### config.mk
export PLATFORM = sky130hd
export DESIGN_NAME = mux_rr_reg
export DESIGN_NICKNAME = d
export VERILOG_FILES = /design/src/rtl/mux_rr_reg.sv
export SDC_FILE = /design/constraint.sdc
export NUM_CORES = 1
export LEC_CHECK = 0
export ABC_CLOCK_PERIOD_IN_PS = 2200
export BUFFER_PORTS_ARGS = -buffer_cell sky130_fd_sc_hd__buf_2
export CAP_MARGIN = 20
export CORE_MARGIN = 10
export CORE_UTILIZATION = 46
export DETAILED_ROUTE_END_ITERATION = 8
export GPL_TIMING_DRIVEN = 0
export PLACE_DENSITY = 0.76
export SKIP_LAST_GASP = 1
export SYNTH_ARGS = -nofsm -noshare
export SYNTH_HDL_FRONTEND = slang
export SYNTH_SLANG_ARGS = --single-unit
### constraint.sdc
create_clock -name Clk -period 2.2 [get_ports Clk]
set_input_delay 0.22 -clock Clk [delete_from_list [all_inputs] [get_ports Clk]]
set_output_delay 0.22 -clock Clk [all_outputs]
set_load 0.01 [all_outputs]
### src/rtl/mux_rr_reg.sv
// mux_rr_reg: NCH-way valid/ready channel mux, one registered output stage, fixed or
// round-robin selection. Define MUX_PARITY_EN to add the OutPar even-parity output.
module mux_rr_reg #(
    parameter int WIDTH = 2,
    parameter int NCH   = 4,
    parameter int SELW  = 2
) (
    input  logic                 Clk,
    input  logic                 Rst,
    input  logic [NCH*WIDTH-1:0] In,
    input  logic [NCH-1:0]       InVld,
    output logic [NCH-1:0]       InRdy,
    input  logic                 Mode,
    input  logic [SELW-1:0]      Sel,
    output logic [WIDTH-1:0]     Out,
    output logic                 OutVld,
    input  logic                 OutRdy,
    output logic [SELW-1:0]      OutCh
`ifdef MUX_PARITY_EN
    ,
    output logic                 OutPar
`endif
);

    typedef enum logic {EMPTY = 1'b0, FULL = 1'b1} state_e;

    state_e           state_q;
    logic [WIDTH-1:0] out_q, out_d;
    logic [SELW-1:0]  ch_q, ptr_q, ptr_d;
    logic [SELW-1:0]  gnt_idx, idx;
    logic [NCH-1:0]   gnt;
    logic             gnt_any, ld;

    // A new word may enter when the stage is empty or is being drained this cycle.
    assign ld = (state_q == EMPTY) | OutRdy;

    always_comb begin
        gnt_any = 1'b0;
        gnt_idx = '0;
        idx     = '0;
        if (ld) begin
            if (!Mode) begin
                for (int k = 0; k < NCH; k++) begin
                    if (Sel == SELW'(k) && InVld[k]) begin
                        gnt_any = 1'b1;
                        gnt_idx = SELW'(k);
                    end
                end
            end else begin
                // Rotation wraps at NCH, not at 2**SELW.
                for (int i = 0; i < NCH; i++) begin
                    idx = SELW'((int'(ptr_q) + i) % NCH);
                    if (!gnt_any && InVld[idx]) begin
                        gnt_any = 1'b1;
                        gnt_idx = idx;
                    end
                end
            end
        end
    end

    always_comb begin
        gnt   = '0;
        out_d = '0;
        for (int k = 0; k < NCH; k++) begin
            if (gnt_idx == SELW'(k)) begin
                gnt[k] = gnt_any;
                out_d  = In[k*WIDTH +: WIDTH];
            end
        end
    end

    always_comb begin
        ptr_d = ptr_q;
        if (gnt_any && Mode)
            ptr_d = (gnt_idx == SELW'(NCH-1)) ? '0 : gnt_idx + SELW'(1);
    end

    always_ff @(posedge Clk or posedge Rst) begin
        if (Rst) begin
            state_q <= EMPTY;
            out_q   <= '0;
            ch_q    <= '0;
            ptr_q   <= '0;
        end else begin
            ptr_q <= ptr_d;
            case (state_q)
                EMPTY:   if (gnt_any) state_q <= FULL;
                FULL:    if (OutRdy && !gnt_any) state_q <= EMPTY;
                default: state_q <= EMPTY;
            endcase
            if (gnt_any) begin
                out_q <= out_d;
                ch_q  <= gnt_idx;
            end
        end
    end

`ifdef MUX_PARITY_EN
    logic par_q;

    always_ff @(posedge Clk or posedge Rst) begin
        if (Rst)
            par_q <= 1'b0;
        else if (gnt_any)
            par_q <= ^out_d;
    end

    assign OutPar = par_q;
`endif

    assign InRdy  = gnt;
    assign Out    = out_q;
    assign OutVld = (state_q == FULL);
    assign OutCh  = ch_q;

endmodule

==> metrics.csv <==
metric,value,unit
root_buffer,clkbuf_4,
ant_nets,0,
holdCritPathClass,in2reg,
clock.fmax,467,MHz
async_flop_share,100,%
area_growth,46.9,%
vias_per_cell,5.59,
drive_above_1_share,49.1,%
dieArea,3290,um2
fp.dieW,57.3,um
die_y,57.3,um
arrival,1.92,ns
port-buffer-count,24,
multiInputGateArea,538,um2
synth_nets,98,
drc,0,
tightestPinTransition,0.422,ns
finalCriticalPeriod,2.14,ns
initial_core_util,49.2,%
clock_skew,0.000658,ns
placedCellCount,115,
clk_pin_slew,0.05,ns
ys_seq_area_share,27.3,%
synth_edf_count,0,
power_frac_seq,33.0,%
clockBufferDepth,2,
yosys_warnings,0,
regArea,178,um2
p_comb_share,48.1,%
wl_per_cell,15.7,um
critPathCaptureType,output port,
required,1.98,ns
reg2regPathDepth,10,
p_sw,0.000240,W
num_rows,13,
drtIter0Drc,9,
cts.sinks,7,
yosysUniqueCellTypes,28,
gp_congestion,0.783,
cap_viol_max_count,0,
peakVddDrop,0.000475,V
intPower,0.000383,W
track_usage,10.7,%
leakagePower,0.419,nW
antenna_found_initial,0,
ys.flop_type,dfrtp_1,
dp_hpwl,1.32,mm
gr-total-overflow,0,
clockPowerShare,18.9,%
startpoint_type,register,
dr.pass1.iters,4,
status,"complete, no violations",
setup_viol,0,
nets,131,
synth_area_per_cell,8.43,um2
core_area,1300,um2
cp_max_fo,7,
fillers,107,
swShare,38.5,%
path_class,reg2out,
grt_max_degree,11,
io_pins,27,
h-tree-depth,1,
setup_tns,0,ns
ys_ff_latch,7,
first_global_vias,668,
power_density,662,nW/um2
num_antenna_cells,0,
grt_first_pass_wirelength,2.87,mm
final_cells,123,
postSynthCellCount,76,
hold_viol_final,0,
slew_violations,0,
clk_latency,0.26,ns
period_share,97.3,%
syn_area,641,um2
cts_tree,yes,
vias,688,
cts_buffers,3,
drt-total-wl,1.93,mm
slew-limit-headroom,71.8,%
hold_depth,3,
-- power groups by stage --
stage               Sequential [W]  Clock (W)  Combinational [W]
finish                    0.000206   0.000118           0.000299
global route              0.000210   0.000127           0.000331
CTS                       0.000195   0.000120           0.000249
detailed placement        0.000197          0           0.000236
global placement          0.000196          0           0.000232
floorplan                 0.000202          0           0.000148
-- timing repair --
item | 4_1_cts | 5_1_grt
hold endpoints to repair | 7 | 0
resized for setup | 2 | 20
buffers inserted | 1 | 2
pin swaps | 1 | 6
endpoints found under the setup margin | 3 | 6
cloned | 0 | 0
hold buffers | 1 | 0
-- routing by layer --
metal / GRT usage, % / up-vias / wire, um
li1: - / 333 / -
met1: 11.4 / 310 / 773
met2: 17.1 / 35 / 938
met3: 3.10 / 10 / 122
met4: 8.72 / 0 / 96
met5: 0 / - / 0
-- path summary, 6_finish.rpt --
kind / startpoint / to / slack, ns
min: OutRdy / OutVld$_DFF_PP0_ / 0.27
max: ptr_q[1]$_DFFE_PP0P_ / InRdy[2] / 0.06
max reg2reg: ptr_q[0]$_DFFE_PP0P_ / Out[0]$_DFFE_PP0N_ / 0.17
min in group asynchronous: Rst / Out[1]$_DFFE_PP0N_ / 0.47
max in group asynchronous: Rst / ptr_q[0]$_DFFE_PP0P_ / 1.50
min reg2reg: OutCh[0]$_DFFE_PP0N_ / OutCh[0]$_DFFE_PP0N_ / 0.53
-- stage by stage --
step / area (um2) / util [%] / setup WS, ns / hold WS, ns / power [W]
floorplan: 641 / - / 0.319 / 0.0234 / 0.000351
global placement: 779 / 59.9 / 0.0861 / 0.155 / 0.000428
detailed placement: 779 / 59.9 / -0.00543 / 0.158 / 0.000433
CTS: 833 / 64.0 / 0.00258 / 0.249 / 0.000564
global route: 941 / 72.3 / -0.00285 / 0.268 / 0.000667
finish: 941 / 72.3 / 0.0590 / 0.270 / 0.000623
-- cells in the mapped netlist (4+ instances only) --
cell	instances	share of area [%]
o21ai_0	7	5.5
nor2_1	5	2.9
a21oi_1	9	7.0
and2_1	4	3.9
ha_1	4	7.8
nand2b_1	6	5.9
dfrtp_1	7	27
nand2_1	5	2.9
inv_1	5	2.9
-- registers in the layout, indices dropped and copies added (netlist names) --
register	flops
Out	2
ptr_q	2
OutVld	1
OutCh	2
-- worst max-delay path, stage by stage (launching register included) --
cell and delay (ns):
dfrtp_2 0.45, nand4bb_1 0.22, a21oi_2 0.19, nor2_1 0.09
o221ai_4 0.17, inv_2 0.09, ha_4 0.18, and2_1 0.13
buf_2 0.13
-- final cells by class --
cell class              instances  share of cell area [%]
flip-flops and latches          7                    18.9
plain buffers                   2                   0.931
multi-input cells              62                    57.2
inverters                       5                    1.99
well taps                      15                    1.99
repair buffers                 28                    16.2
clock buffers                   4                    2.79
-- cells in the final DEF, fill, tap and decap left out, types with 4 or more instances in the layout --
cell and instances:
nor2_1 5, a21oi_1 7, dfrtp_1 5, nand2_1 5, nand2b_1 6, o21ai_0 5, and2_1 4, buf_2 25
-- logic make-up (layout without fill, tap and decap cells) --
logic type | Yosys count | in the layout | share of synthesized area, %
mux | 4 | 4 | 10.5
flops | 7 | 7 | 27.3
simple gates | 31 | 31 | 28.5
buf+inv | 7 | 39 | 4.30
fa+ha+maj | 4 | 4 | 7.81
compound gates | 23 | 23 | 21.5
Note: power is estimated with default switching activity, not from simulation.
